[config.mk]
export PLATFORM = sky130hd
export DESIGN_NAME = ravenna_counter_timer
export DESIGN_NICKNAME = d
export VERILOG_FILES = /design/src/rtl/ravenna_ct_pkg.sv /design/src/rtl/ct_prescaler.sv /design/src/rtl/ravenna_counter_timer.sv
export SDC_FILE = /design/constraint.sdc
export NUM_CORES = 1
export LEC_CHECK = 0
export BUFFER_PORTS_ARGS = -buffer_cell sky130_fd_sc_hd__buf_4
export CAP_MARGIN = 15
export CORE_UTILIZATION = 50
export DETAILED_ROUTE_END_ITERATION = 8
export HOLD_SLACK_MARGIN = 0.05
export PLACE_DENSITY = 0.73
export SYNTH_ARGS = -nofsm -noshare
export SYNTH_HDL_FRONTEND = slang
export SYNTH_SLANG_ARGS = --single-unit
[constraint.sdc]
create_clock -name clk -period 6.8 [get_ports clk]
set_input_delay 1.36 -clock clk [delete_from_list [all_inputs] [get_ports clk]]
set_output_delay 1.36 -clock clk [all_outputs]
set_load 0.005 [all_outputs]
[src/rtl/ravenna_ct_pkg.sv]
// Shared definitions for the Ravenna counter/timer: register offsets,
// CONFIG bit positions, bus handshake states and a byte-strobe merge helper.
package ravenna_ct_pkg;

  // Register select values (iomem_addr[3:2])
  localparam logic [1:0] CT_CONFIG = 2'd0;
  localparam logic [1:0] CT_VALUE  = 2'd1;
  localparam logic [1:0] CT_LIMIT  = 2'd2;
  localparam logic [1:0] CT_STATUS = 2'd3;

  // CONFIG bit indices
  localparam int CT_EN      = 0;
  localparam int CT_ONESHOT = 1;
  localparam int CT_UP      = 2;
  localparam int CT_IRQEN   = 3;

  // CONFIG prescale field
  localparam int CT_PRESCALE_LSB = 16;
  localparam int CT_PRESCALE_MSB = 31;

  typedef enum logic [0:0] {
    CT_BUS_IDLE = 1'b0,
    CT_BUS_ACK  = 1'b1
  } ct_bus_state_t;

  // Replace the bytes of old_val selected by wstrb with the matching bytes of wdata.
  function automatic logic [31:0] ct_merge_bytes(input logic [31:0] old_val,
                                                 input logic [31:0] wdata,
                                                 input logic [3:0]  wstrb);
    logic [31:0] res;
    res = old_val;
    for (int b = 0; b < 4; b++) begin
      if (wstrb[b]) res[b*8 +: 8] = wdata[b*8 +: 8];
    end
    return res;
  endfunction

endpackage

[src/rtl/ct_prescaler.sv]
// Clock prescaler: counts clk cycles while enabled and emits a one-cycle
// tick every prescale+1 cycles. A clear (CONFIG write) restarts the count
// and suppresses the tick for that cycle.
module ct_prescaler
  import ravenna_ct_pkg::*;
#(
  parameter int PRESCALE_WIDTH = 16
) (
  input  logic                      clk,
  input  logic                      reset,
  input  logic                      enable,
  input  logic                      clear,
  input  logic [PRESCALE_WIDTH-1:0] prescale,
  output logic                      tick
);

  logic [PRESCALE_WIDTH-1:0] r_pcount;

  assign tick = enable && !clear && (r_pcount == prescale);

  // Prescale counter: held at 0 while disabled or cleared, wraps on tick
  always_ff @(posedge clk or posedge reset) begin
    if (reset) begin
      r_pcount <= '0;
    end else if (!enable || clear || tick) begin
      r_pcount <= '0;
    end else begin
      r_pcount <= r_pcount + PRESCALE_WIDTH'(1);
    end
  end

endmodule

[src/rtl/ravenna_counter_timer.sv]
// Ravenna iomem counter/timer: CONFIG/VALUE/LIMIT/STATUS registers, up/down
// counting on prescaled ticks, one-shot or continuous, level interrupt.
//
// Bus handshake FSM:
//   state       | meaning
//   CT_BUS_IDLE | waiting for iomem_valid; read data captured when it arrives
//   CT_BUS_ACK  | iomem_ready high for one cycle; writes commit at its end
module ravenna_counter_timer
  import ravenna_ct_pkg::*;
#(
  parameter int COUNT_WIDTH    = 32,
  parameter int PRESCALE_WIDTH = 16
) (
  input  logic        clk,
  input  logic        reset,
  input  logic        iomem_valid,
  output logic        iomem_ready,
  input  logic [3:0]  iomem_wstrb,
  input  logic [3:0]  iomem_addr,
  input  logic [31:0] iomem_wdata,
  output logic [31:0] iomem_rdata,
  output logic        irq_out
);

  ct_bus_state_t r_bus_state, w_bus_state_nxt;

  logic                      r_enable, r_oneshot, r_up, r_irq_en, r_status, r_irq;
  logic [PRESCALE_WIDTH-1:0] r_prescale;
  logic [COUNT_WIDTH-1:0]    r_value, r_limit;
  logic [31:0]               r_rdata;

  logic [1:0]                w_sel;
  logic                      w_commit, w_cfg_wr, w_value_wr, w_limit_wr, w_status_wr;
  logic                      w_tick, w_expiry, w_stop;
  logic [15:0]               w_pre16;
  logic [31:0]               w_cfg_word, w_value_ext, w_limit_ext, w_rd_mux;
  logic [31:0]               w_cfg_merged, w_value_merged, w_limit_merged;
  logic [COUNT_WIDTH-1:0]    w_value_nxt;
  logic                      w_enable_nxt, w_oneshot_nxt, w_up_nxt, w_irq_en_nxt, w_status_nxt;
  logic [PRESCALE_WIDTH-1:0] w_prescale_nxt;
  logic                      w_unused;

  assign iomem_ready = (r_bus_state == CT_BUS_ACK);
  assign iomem_rdata = r_rdata;
  assign irq_out     = r_irq;

  assign w_sel       = iomem_addr[3:2];
  assign w_commit    = (r_bus_state == CT_BUS_ACK) && iomem_valid && (iomem_wstrb != 4'b0000);
  assign w_cfg_wr    = w_commit && (w_sel == CT_CONFIG);
  assign w_value_wr  = w_commit && (w_sel == CT_VALUE);
  assign w_limit_wr  = w_commit && (w_sel == CT_LIMIT);
  assign w_status_wr = w_commit && (w_sel == CT_STATUS);

  assign w_pre16     = 16'(r_prescale);
  assign w_cfg_word  = {w_pre16, 12'b0, r_irq_en, r_up, r_oneshot, r_enable};
  assign w_value_ext = 32'(r_value);
  assign w_limit_ext = 32'(r_limit);

  assign w_cfg_merged   = ct_merge_bytes(w_cfg_word, iomem_wdata, iomem_wstrb);
  assign w_value_merged = ct_merge_bytes(w_value_ext, iomem_wdata, iomem_wstrb);
  assign w_limit_merged = ct_merge_bytes(w_limit_ext, iomem_wdata, iomem_wstrb);

  assign w_unused = ^{iomem_addr[1:0], w_cfg_merged[15:4]};

  ct_prescaler #(
    .PRESCALE_WIDTH(PRESCALE_WIDTH)
  ) u_prescaler (
    .clk      (clk),
    .reset    (reset),
    .enable   (r_enable),
    .clear    (w_cfg_wr),
    .prescale (r_prescale),
    .tick     (w_tick)
  );

  // Bus handshake state register
  always_ff @(posedge clk or posedge reset) begin
    if (reset) r_bus_state <= CT_BUS_IDLE;
    else       r_bus_state <= w_bus_state_nxt;
  end

  // Bus handshake next state: ack exactly one cycle after valid is seen idle
  always_comb begin
    w_bus_state_nxt = r_bus_state;
    case (r_bus_state)
      CT_BUS_IDLE: if (iomem_valid) w_bus_state_nxt = CT_BUS_ACK;
      CT_BUS_ACK:  w_bus_state_nxt = CT_BUS_IDLE;
      default:     w_bus_state_nxt = CT_BUS_IDLE;
    endcase
  end

  // Read mux over current register state
  always_comb begin
    w_rd_mux = '0;
    case (w_sel)
      CT_CONFIG: w_rd_mux = w_cfg_word;
      CT_VALUE:  w_rd_mux = w_value_ext;
      CT_LIMIT:  w_rd_mux = w_limit_ext;
      default:   w_rd_mux = {31'b0, r_status};
    endcase
  end

  // Read data snapshot taken when the request is first sampled
  always_ff @(posedge clk or posedge reset) begin
    if (reset) r_rdata <= '0;
    else if (r_bus_state == CT_BUS_IDLE && iomem_valid) r_rdata <= w_rd_mux;
  end

  // Count step: a VALUE write discards the tick; expiry on 0 (down) or LIMIT (up)
  always_comb begin
    w_value_nxt = r_value;
    w_expiry    = 1'b0;
    w_stop      = 1'b0;
    if (w_value_wr) begin
      w_value_nxt = w_value_merged[COUNT_WIDTH-1:0];
    end else if (w_tick) begin
      if (r_up) begin
        if (r_value == r_limit) begin
          w_expiry = 1'b1;
          if (r_oneshot) w_stop = 1'b1;
          else           w_value_nxt = '0;
        end else begin
          w_value_nxt = r_value + COUNT_WIDTH'(1);
        end
      end else begin
        if (r_value == '0) begin
          w_expiry = 1'b1;
          if (r_oneshot) w_stop = 1'b1;
          else           w_value_nxt = r_limit;
        end else begin
          w_value_nxt = r_value - COUNT_WIDTH'(1);
        end
      end
    end
  end

  // CONFIG and STATUS next values; expiry set beats a same-cycle clear
  always_comb begin
    w_enable_nxt   = r_enable;
    w_oneshot_nxt  = r_oneshot;
    w_up_nxt       = r_up;
    w_irq_en_nxt   = r_irq_en;
    w_prescale_nxt = r_prescale;
    if (w_cfg_wr) begin
      w_enable_nxt   = w_cfg_merged[CT_EN];
      w_oneshot_nxt  = w_cfg_merged[CT_ONESHOT];
      w_up_nxt       = w_cfg_merged[CT_UP];
      w_irq_en_nxt   = w_cfg_merged[CT_IRQEN];
      w_prescale_nxt = w_cfg_merged[CT_PRESCALE_LSB +: PRESCALE_WIDTH];
    end else if (w_stop) begin
      w_enable_nxt = 1'b0;
    end
    w_status_nxt = r_status;
    if (w_status_wr && iomem_wstrb[0] && iomem_wdata[0]) w_status_nxt = 1'b0;
    if (w_expiry) w_status_nxt = 1'b1;
  end

  // Register file update and registered interrupt
  always_ff @(posedge clk or posedge reset) begin
    if (reset) begin
      r_enable   <= 1'b0;
      r_oneshot  <= 1'b0;
      r_up       <= 1'b0;
      r_irq_en   <= 1'b0;
      r_prescale <= '0;
      r_value    <= '0;
      r_limit    <= '0;
      r_status   <= 1'b0;
      r_irq      <= 1'b0;
    end else begin
      r_enable   <= w_enable_nxt;
      r_oneshot  <= w_oneshot_nxt;
      r_up       <= w_up_nxt;
      r_irq_en   <= w_irq_en_nxt;
      r_prescale <= w_prescale_nxt;
      r_value    <= w_value_nxt;
      if (w_limit_wr) r_limit <= w_limit_merged[COUNT_WIDTH-1:0];
      r_status   <= w_status_nxt;
      r_irq      <= w_status_nxt & w_irq_en_nxt;
    end
  end

endmodule

=== Word level (Yosys, flattened, before mapping) ===
Cells that the tools add are included.

* Latch bits: 0
* Bits in read-only memories: 0
* Bits in writable memories: 0
* Input port bits: 43
* Memories: 0
* Register bits: 135

* Bitwise operators: 2
* Order comparisons: 0
* Reductions and logical operators: 32
* Div/mod/pow operators: 0
* Muxes and demuxes: 32
* $mul: 0
* Shifts and indexed selects: 0
* Equality and inequality tests: 12
* Add/subtract/negate cells: 3

{| class="wikitable"
|+ Operator list
! operator !! number
|-
| two-way mux 32 bit || 7
|-
| case mux 32 bit (3 select lines) || 1
|-
| adder 32 x 1 -> 32 bit (second input constant) || 1
|-
| == test 32 bit || 1
|-
| zero test 32 bit || 1
|-
| two-way mux 8 bit || 4
|-
| subtractor 32 x 1 -> 32 bit (second input constant) || 1
|-
| two-way mux 1 bit || 17
|-
| adder 16 x 1 -> 16 bit (second input constant) || 1
|-
| == test 16 bit || 1
|-
| two-way mux 16 bit || 1
|-
| AND reduction 2 bit || 8
|-
| AND reduction 4 bit || 4
|-
| logical AND 1 bit || 11
|-
| inequality test 2 bit (second input constant) || 5
|-
| inequality test 4 bit (second input constant) || 2
|-
| == test 2 bit (second input constant) || 2
|-
| two-way mux 4 bit || 1
|-
| nonzero test 2 bit || 2
|-
| nonzero test 4 bit || 1
|-
| == test 2 x 1 -> 1 bit (second input constant) || 1
|-
| zero test 1 bit || 2
|-
| zero test 2 bit || 1
|-
| logical OR 1 bit || 2
|-
| 3 further kinds || 3
|}

=== Longest topological paths before layout ===
* Depth after elaboration: 10
* Depth in mapped cells: 11
* Mapped depth without buffers: 8

=== By module ===
A second synthesis with hierarchy kept.

* Cell total of the unflattened synthesis: 945
* Area total of the unflattened synthesis: 8642.0 um^2

{| class="wikitable"
|+ Modules (own cells, without submodules)
! module !! area an instance (um^2) !! cells an instance !! instances !! seq. area each (um^2)
|-
| ravenna_counter_timer || 7636.1 || 845 || 1 || 2977.9
|-
| ct_prescaler || 1006.0 || 100 || 1 || 400.4
|}

=== Least setup slack after synthesis ===
OpenSTA, ideal clock, no wires.

* Kind: input port to flip-flop
* Start point: in iomem_addr[3]
* End point: reg r_value[26]
* Setup slack: 3.375 ns
* Cell stages on the path: 8
* Data required time: 6.675 ns
* Library setup time: 0.125 ns
* Path buffers: 2
* Arrival: 3.300 ns
* Cells stage by stage: clkbuf_1 nor2b_1 clkbuf_1 nor3b_1 nand2_1 o211ai_1 o21ai_2 mux2_2

* Longest elaborated chain between the ends: 7
* Elaborated cells on any way between the ends: 13
* Classes of those cells: eq/ne (4); mux (1); reduce/logical (8)

{| class="wikitable"
|+ RTL lines
! what !! line !! source
|-
| from (decl) || ravenna_counter_timer.sv:19 || <nowiki>input logic [3:0] iomem_addr,</nowiki>
|-
| zero test 2 bit || ravenna_counter_timer.sv:49 || <nowiki>assign w_cfg_wr = w_commit && (w_sel == CT_CONFIG);</nowiki>
|-
| logical AND 1 bit || ravenna_counter_timer.sv:49 ||
|-
| zero test 1 bit || ct_prescaler.sv:19 || <nowiki>assign tick = enable && !clear && (r_pcount == prescale);</nowiki>
|-
| logical AND 1 bit (2 in series) || ct_prescaler.sv:19 ||
|-
| nonzero test 2 bit (no line) || -- ||
|-
| AND reduction 4 bit (no line) || -- ||
|-
| to (signal assigned) || ravenna_counter_timer.sv:176 || <nowiki>r_value <= w_value_nxt;</nowiki>
|-
| to (decl) || ravenna_counter_timer.sv:29 || <nowiki>logic [COUNT_WIDTH-1:0] r_value, r_limit;</nowiki>
|}

Several ways; a longest one is shown, not always the timed one.
A chain may end at the register's enable or synchronous reset.

=== Final worst setup path ===
* Start point: reg r_value[7]
* End point: reg r_value[8]

* Longest elaborated chain between the ends: 5
* Elaborated cells on any way between the ends: 12
* Classes of those cells: add/sub (2); eq/ne (3); mux (5); reduce/logical (2)

{| class="wikitable"
|+ RTL lines
! what !! line !! source
|-
| subtractor 32 x 1 -> 32 bit, or another cell as far along || ravenna_counter_timer.sv:131 || <nowiki>w_value_nxt = r_value - COUNT_WIDTH'(1);</nowiki>
|-
| two-way mux 32 bit, on equally long branches || ravenna_counter_timer.sv:126, ravenna_counter_timer.sv:118 ||
|-
| two-way mux 32 bit || ravenna_counter_timer.sv:117 || <nowiki>if (r_up) begin</nowiki>
|-
| two-way mux 32 bit || ravenna_counter_timer.sv:116 || <nowiki>end else if (w_tick) begin</nowiki>
|-
| two-way mux 32 bit || ravenna_counter_timer.sv:114 || <nowiki>if (w_value_wr) begin</nowiki>
|}

Several ways; a longest one is shown, not always the timed one. The select of a mux whose other input is x is not followed.

==> results by group <==
Status
  – Status: completed

Clock tree
  – Reg clk slew, reported paths: 60 ps
  – H-tree depth: 4
  – PostCTS Resize Cnt: 0
  – Clock Tree Buf Depth: 2
  – CTS tree: built
  – TritonCTS Buffers: 17
  – Clk root buf: clkbuf_16
  – Setup repair bufs after CTS: 0
  – Hold buffer count at cts: 0
  – Clock Sinks: 135
  – Worst-Skew Late Latency: 430 ps

Die
  – Chip width: 136 um
  – Core Region: 17,400 um2
  – Rows: 48
  – Starting Density: 0.514
  – Boundary Pins: 77
  – Die footprint: 18,400 um2
  – Die height: 136 um

Finish
  – P&R area growth vs syn: 12.0%
  – Final Cell Area: 10000 um2
  – Share of cells above drive strength 1: 0.209
  – Most frequent cells in the layout: dfrtp_1, buf_4, mux2_2
  – Final core occ: 0.576
  – Commonest non-fill, non-tap cell in the layout: dfrtp_1
  – Nets@finish: 1,020
  – Ant diodes: 0

STA
  – Setup Skew: 14.5 ps
  – Crit share post-route: 0.585
  – Slew @ Worst Pin: 1160 ps
  – Final Hold Fails: 0
  – Setup-failing EPs final: 0
  – Worst slew margin: 0.229
  – Min Clock Period, post-route: 3980 ps
  – Setup TNS Final: 0 ps
  – RSZ-0062 raised after global routing: false
  – Final Max Tran Viols: 0
  – Fmax: 0.251 GHz

Setup path
  – Slowest CP cell: nand4_1
  – Arrival time of the worst setup path: 4270 ps
  – Critical Path RT: 7100 ps
  – Worst path bufs/invs: 1
  – Worst path cell trace: nor4_2 > nand4_1 > buf_4 > nor3_2 > nor2_1 > o31ai_4 > mux2_2
  – Max incr delay on CP: 700 ps
  – CP startpoint kind: flip-flop
  – Cells on worst reg2reg path: 7
  – CP delay by family, top: simple AND/OR/NAND/NOR gates
  – Critical path type: flip-flop to flip-flop
  – Total stage count of the critical path: 7
  – Peak fanout along the critical path: 20
  – CP Capture Type: flip-flop

Yosys
  – Ys async rst share: 1.00
  – Synth Net Count: 1,015
  – Sequential share of the synthesized area: 0.378
  – Number of flops mapped to enable cells by yosys: 0
  – Register bit total from synthesis: 135
  – Warnings from Yosys: 0
  – Synthesized area per cell: 9.22 um2
  – Post-synth cell types: 57
  – Post-Syn Instances: 968
  – Syn Std Cell Area: 8930 um2
  – Top FF cell, synth: dfrtp_1

Place
  – DP HPWL: 16,900 um
  – Placed cell area: 9470 um2
  – Gp weighted congestion: 0.907
  – PortBufs: 74

Detailed routing
  – Via count: 7,946
  – ANT nets after route: 0
  – Vias per cell: 6.56
  – Drt first pass iters: 6
  – Total wire length: 25,200 um
  – Wire per inst: 20.8 um
  – DRT iter0 DRCs: 908
  – Remaining DRCs: 0

Pwr
  – Leak: 4.21 nW
  – Peak supply drop: 213 uV
  – Power Dens Cells: 363 nW/um2

Global routing
  – Largest net degree at the start of global routing: 97
  – GR Util All Layers: 0.282
  – Vias in the first global route: 7,276
  – Gr ovfl total: 0
  – Antenna violations before repair: 0
  – First-pass GRT wire length: 40,000 um

Run
  – Max Cap Violations: 0

Min path
  – WHS Path Cells: 2
  – Worst hold path type: flip-flop to flip-flop
Yosys cell counts (all sizes together) (7+ instances only):
library cell  count  area share
o21ai            49       0.028
o21a              7      0.0059
clkbuf           86       0.036
a21oi            24       0.013
o211ai           16       0.013
nand3            20       0.011
xnor2            17       0.017
or4              21       0.019
o221ai           17       0.017
nor3             18       0.011
nand2            62       0.026
dfrtp           135        0.38
a311o            14       0.016
mux2             75       0.095
a31oi            30       0.021
nor2             65       0.027
xor2             69       0.068
inv              18      0.0076
buf              12      0.0064
or3              16       0.011
o31ai            15       0.017
a211o            12       0.012
mux2i            19       0.021
nand4            16       0.011
nor4             61       0.043
a22oi            12       0.010
through the flow:
step	total power [W]	hold WS [ps]	std cells	worst slack, ps
after floorplan	0.00235	470	968	1830
after global placement	0.00273	463	1178	2430
after detailed placement	0.00277	472	1178	2430
after CTS	0.00360	484	1210	2860
after global routing	0.00383	500	1211	2610
final	0.00363	476	1211	2820
worst reg2reg max path: stages, from the launching register on:
cell and delay, ps:
dfrtp_1 510, nor4_2 660, nand4_1 700, buf_4 470, nor3_2 210, nor2_1 200, o31ai_4 680, mux2_2 420
cells by family after synthesis:
logic type | synth area share
adder cells (fa/ha/maj) | 0.00561
AND/OR/NAND/NOR | 0.183
XOR/XNOR | 0.0844
AO/OA/AOI/OAI | 0.180
flip-flops | 0.378
multiplexers | 0.118
buffers and inverters | 0.0502
power by group:
group          leakage (nW)  internal [W]  switching, W
combinational          2.19      0.000637      0.000826
clock                 0.251      0.000484      0.000347
sequential             1.77      0.000973      0.000364
total                  4.21       0.00209       0.00154
sequential cells by signal, indices dropped and copies added, names as in the netlist:
signal and cells:
iomem_ready 1, iomem_rdata 32, r_limit 32, r_value 32, irq_out 1, r_enable 1
r_up 1, u_prescaler.r_pcount 16, r_irq_en 1, r_status 1, r_oneshot 1, r_prescale 16
cell type report:
| class | instances | area (um2) |
|---|---|---|
| clock buffers | 25 | 475 |
| clock inverters | 7 | 47.5 |
| fillers | 1543 | 7360 |
| inverters | 18 | 72.6 |
| multi-input cells | 717 | 5110 |
| flip-flops and latches | 135 | 3380 |
| well taps | 225 | 282 |
| repair buffers | 84 | 628 |
metal layers:
layer  global-route usage  wire length [um]  vias to the layer above
li1                     -                 -                     3635
met2                0.417             11200                      403
met1                0.400             11100                     3858
met5                    0                 0                        -
met3               0.0629              2180                       50
met4                0.105               679                        0
worst paths after layout:
kind | start | slack, ps | to
max in group asynchronous | reset | 4590 | r_up$_DFFE_PP0P_
setup / recovery | r_value[7]$_DFFE_PP0P_ | 2820 | r_value[8]$_DFFE_PP0P_
hold / removal | iomem_rdata[9]$_DFFE_PP0P_ | 480 | iomem_rdata[9]$_DFFE_PP0P_
hold reg to reg | iomem_rdata[9]$_DFFE_PP0P_ | 480 | iomem_rdata[9]$_DFFE_PP0P_
setup reg to reg | r_value[7]$_DFFE_PP0P_ | 2820 | r_value[8]$_DFFE_PP0P_
min in group asynchronous | reset | 1130 | u_prescaler.r_pcount[4]$_DFF_PP0_
(Power assumes the default switching activity.)
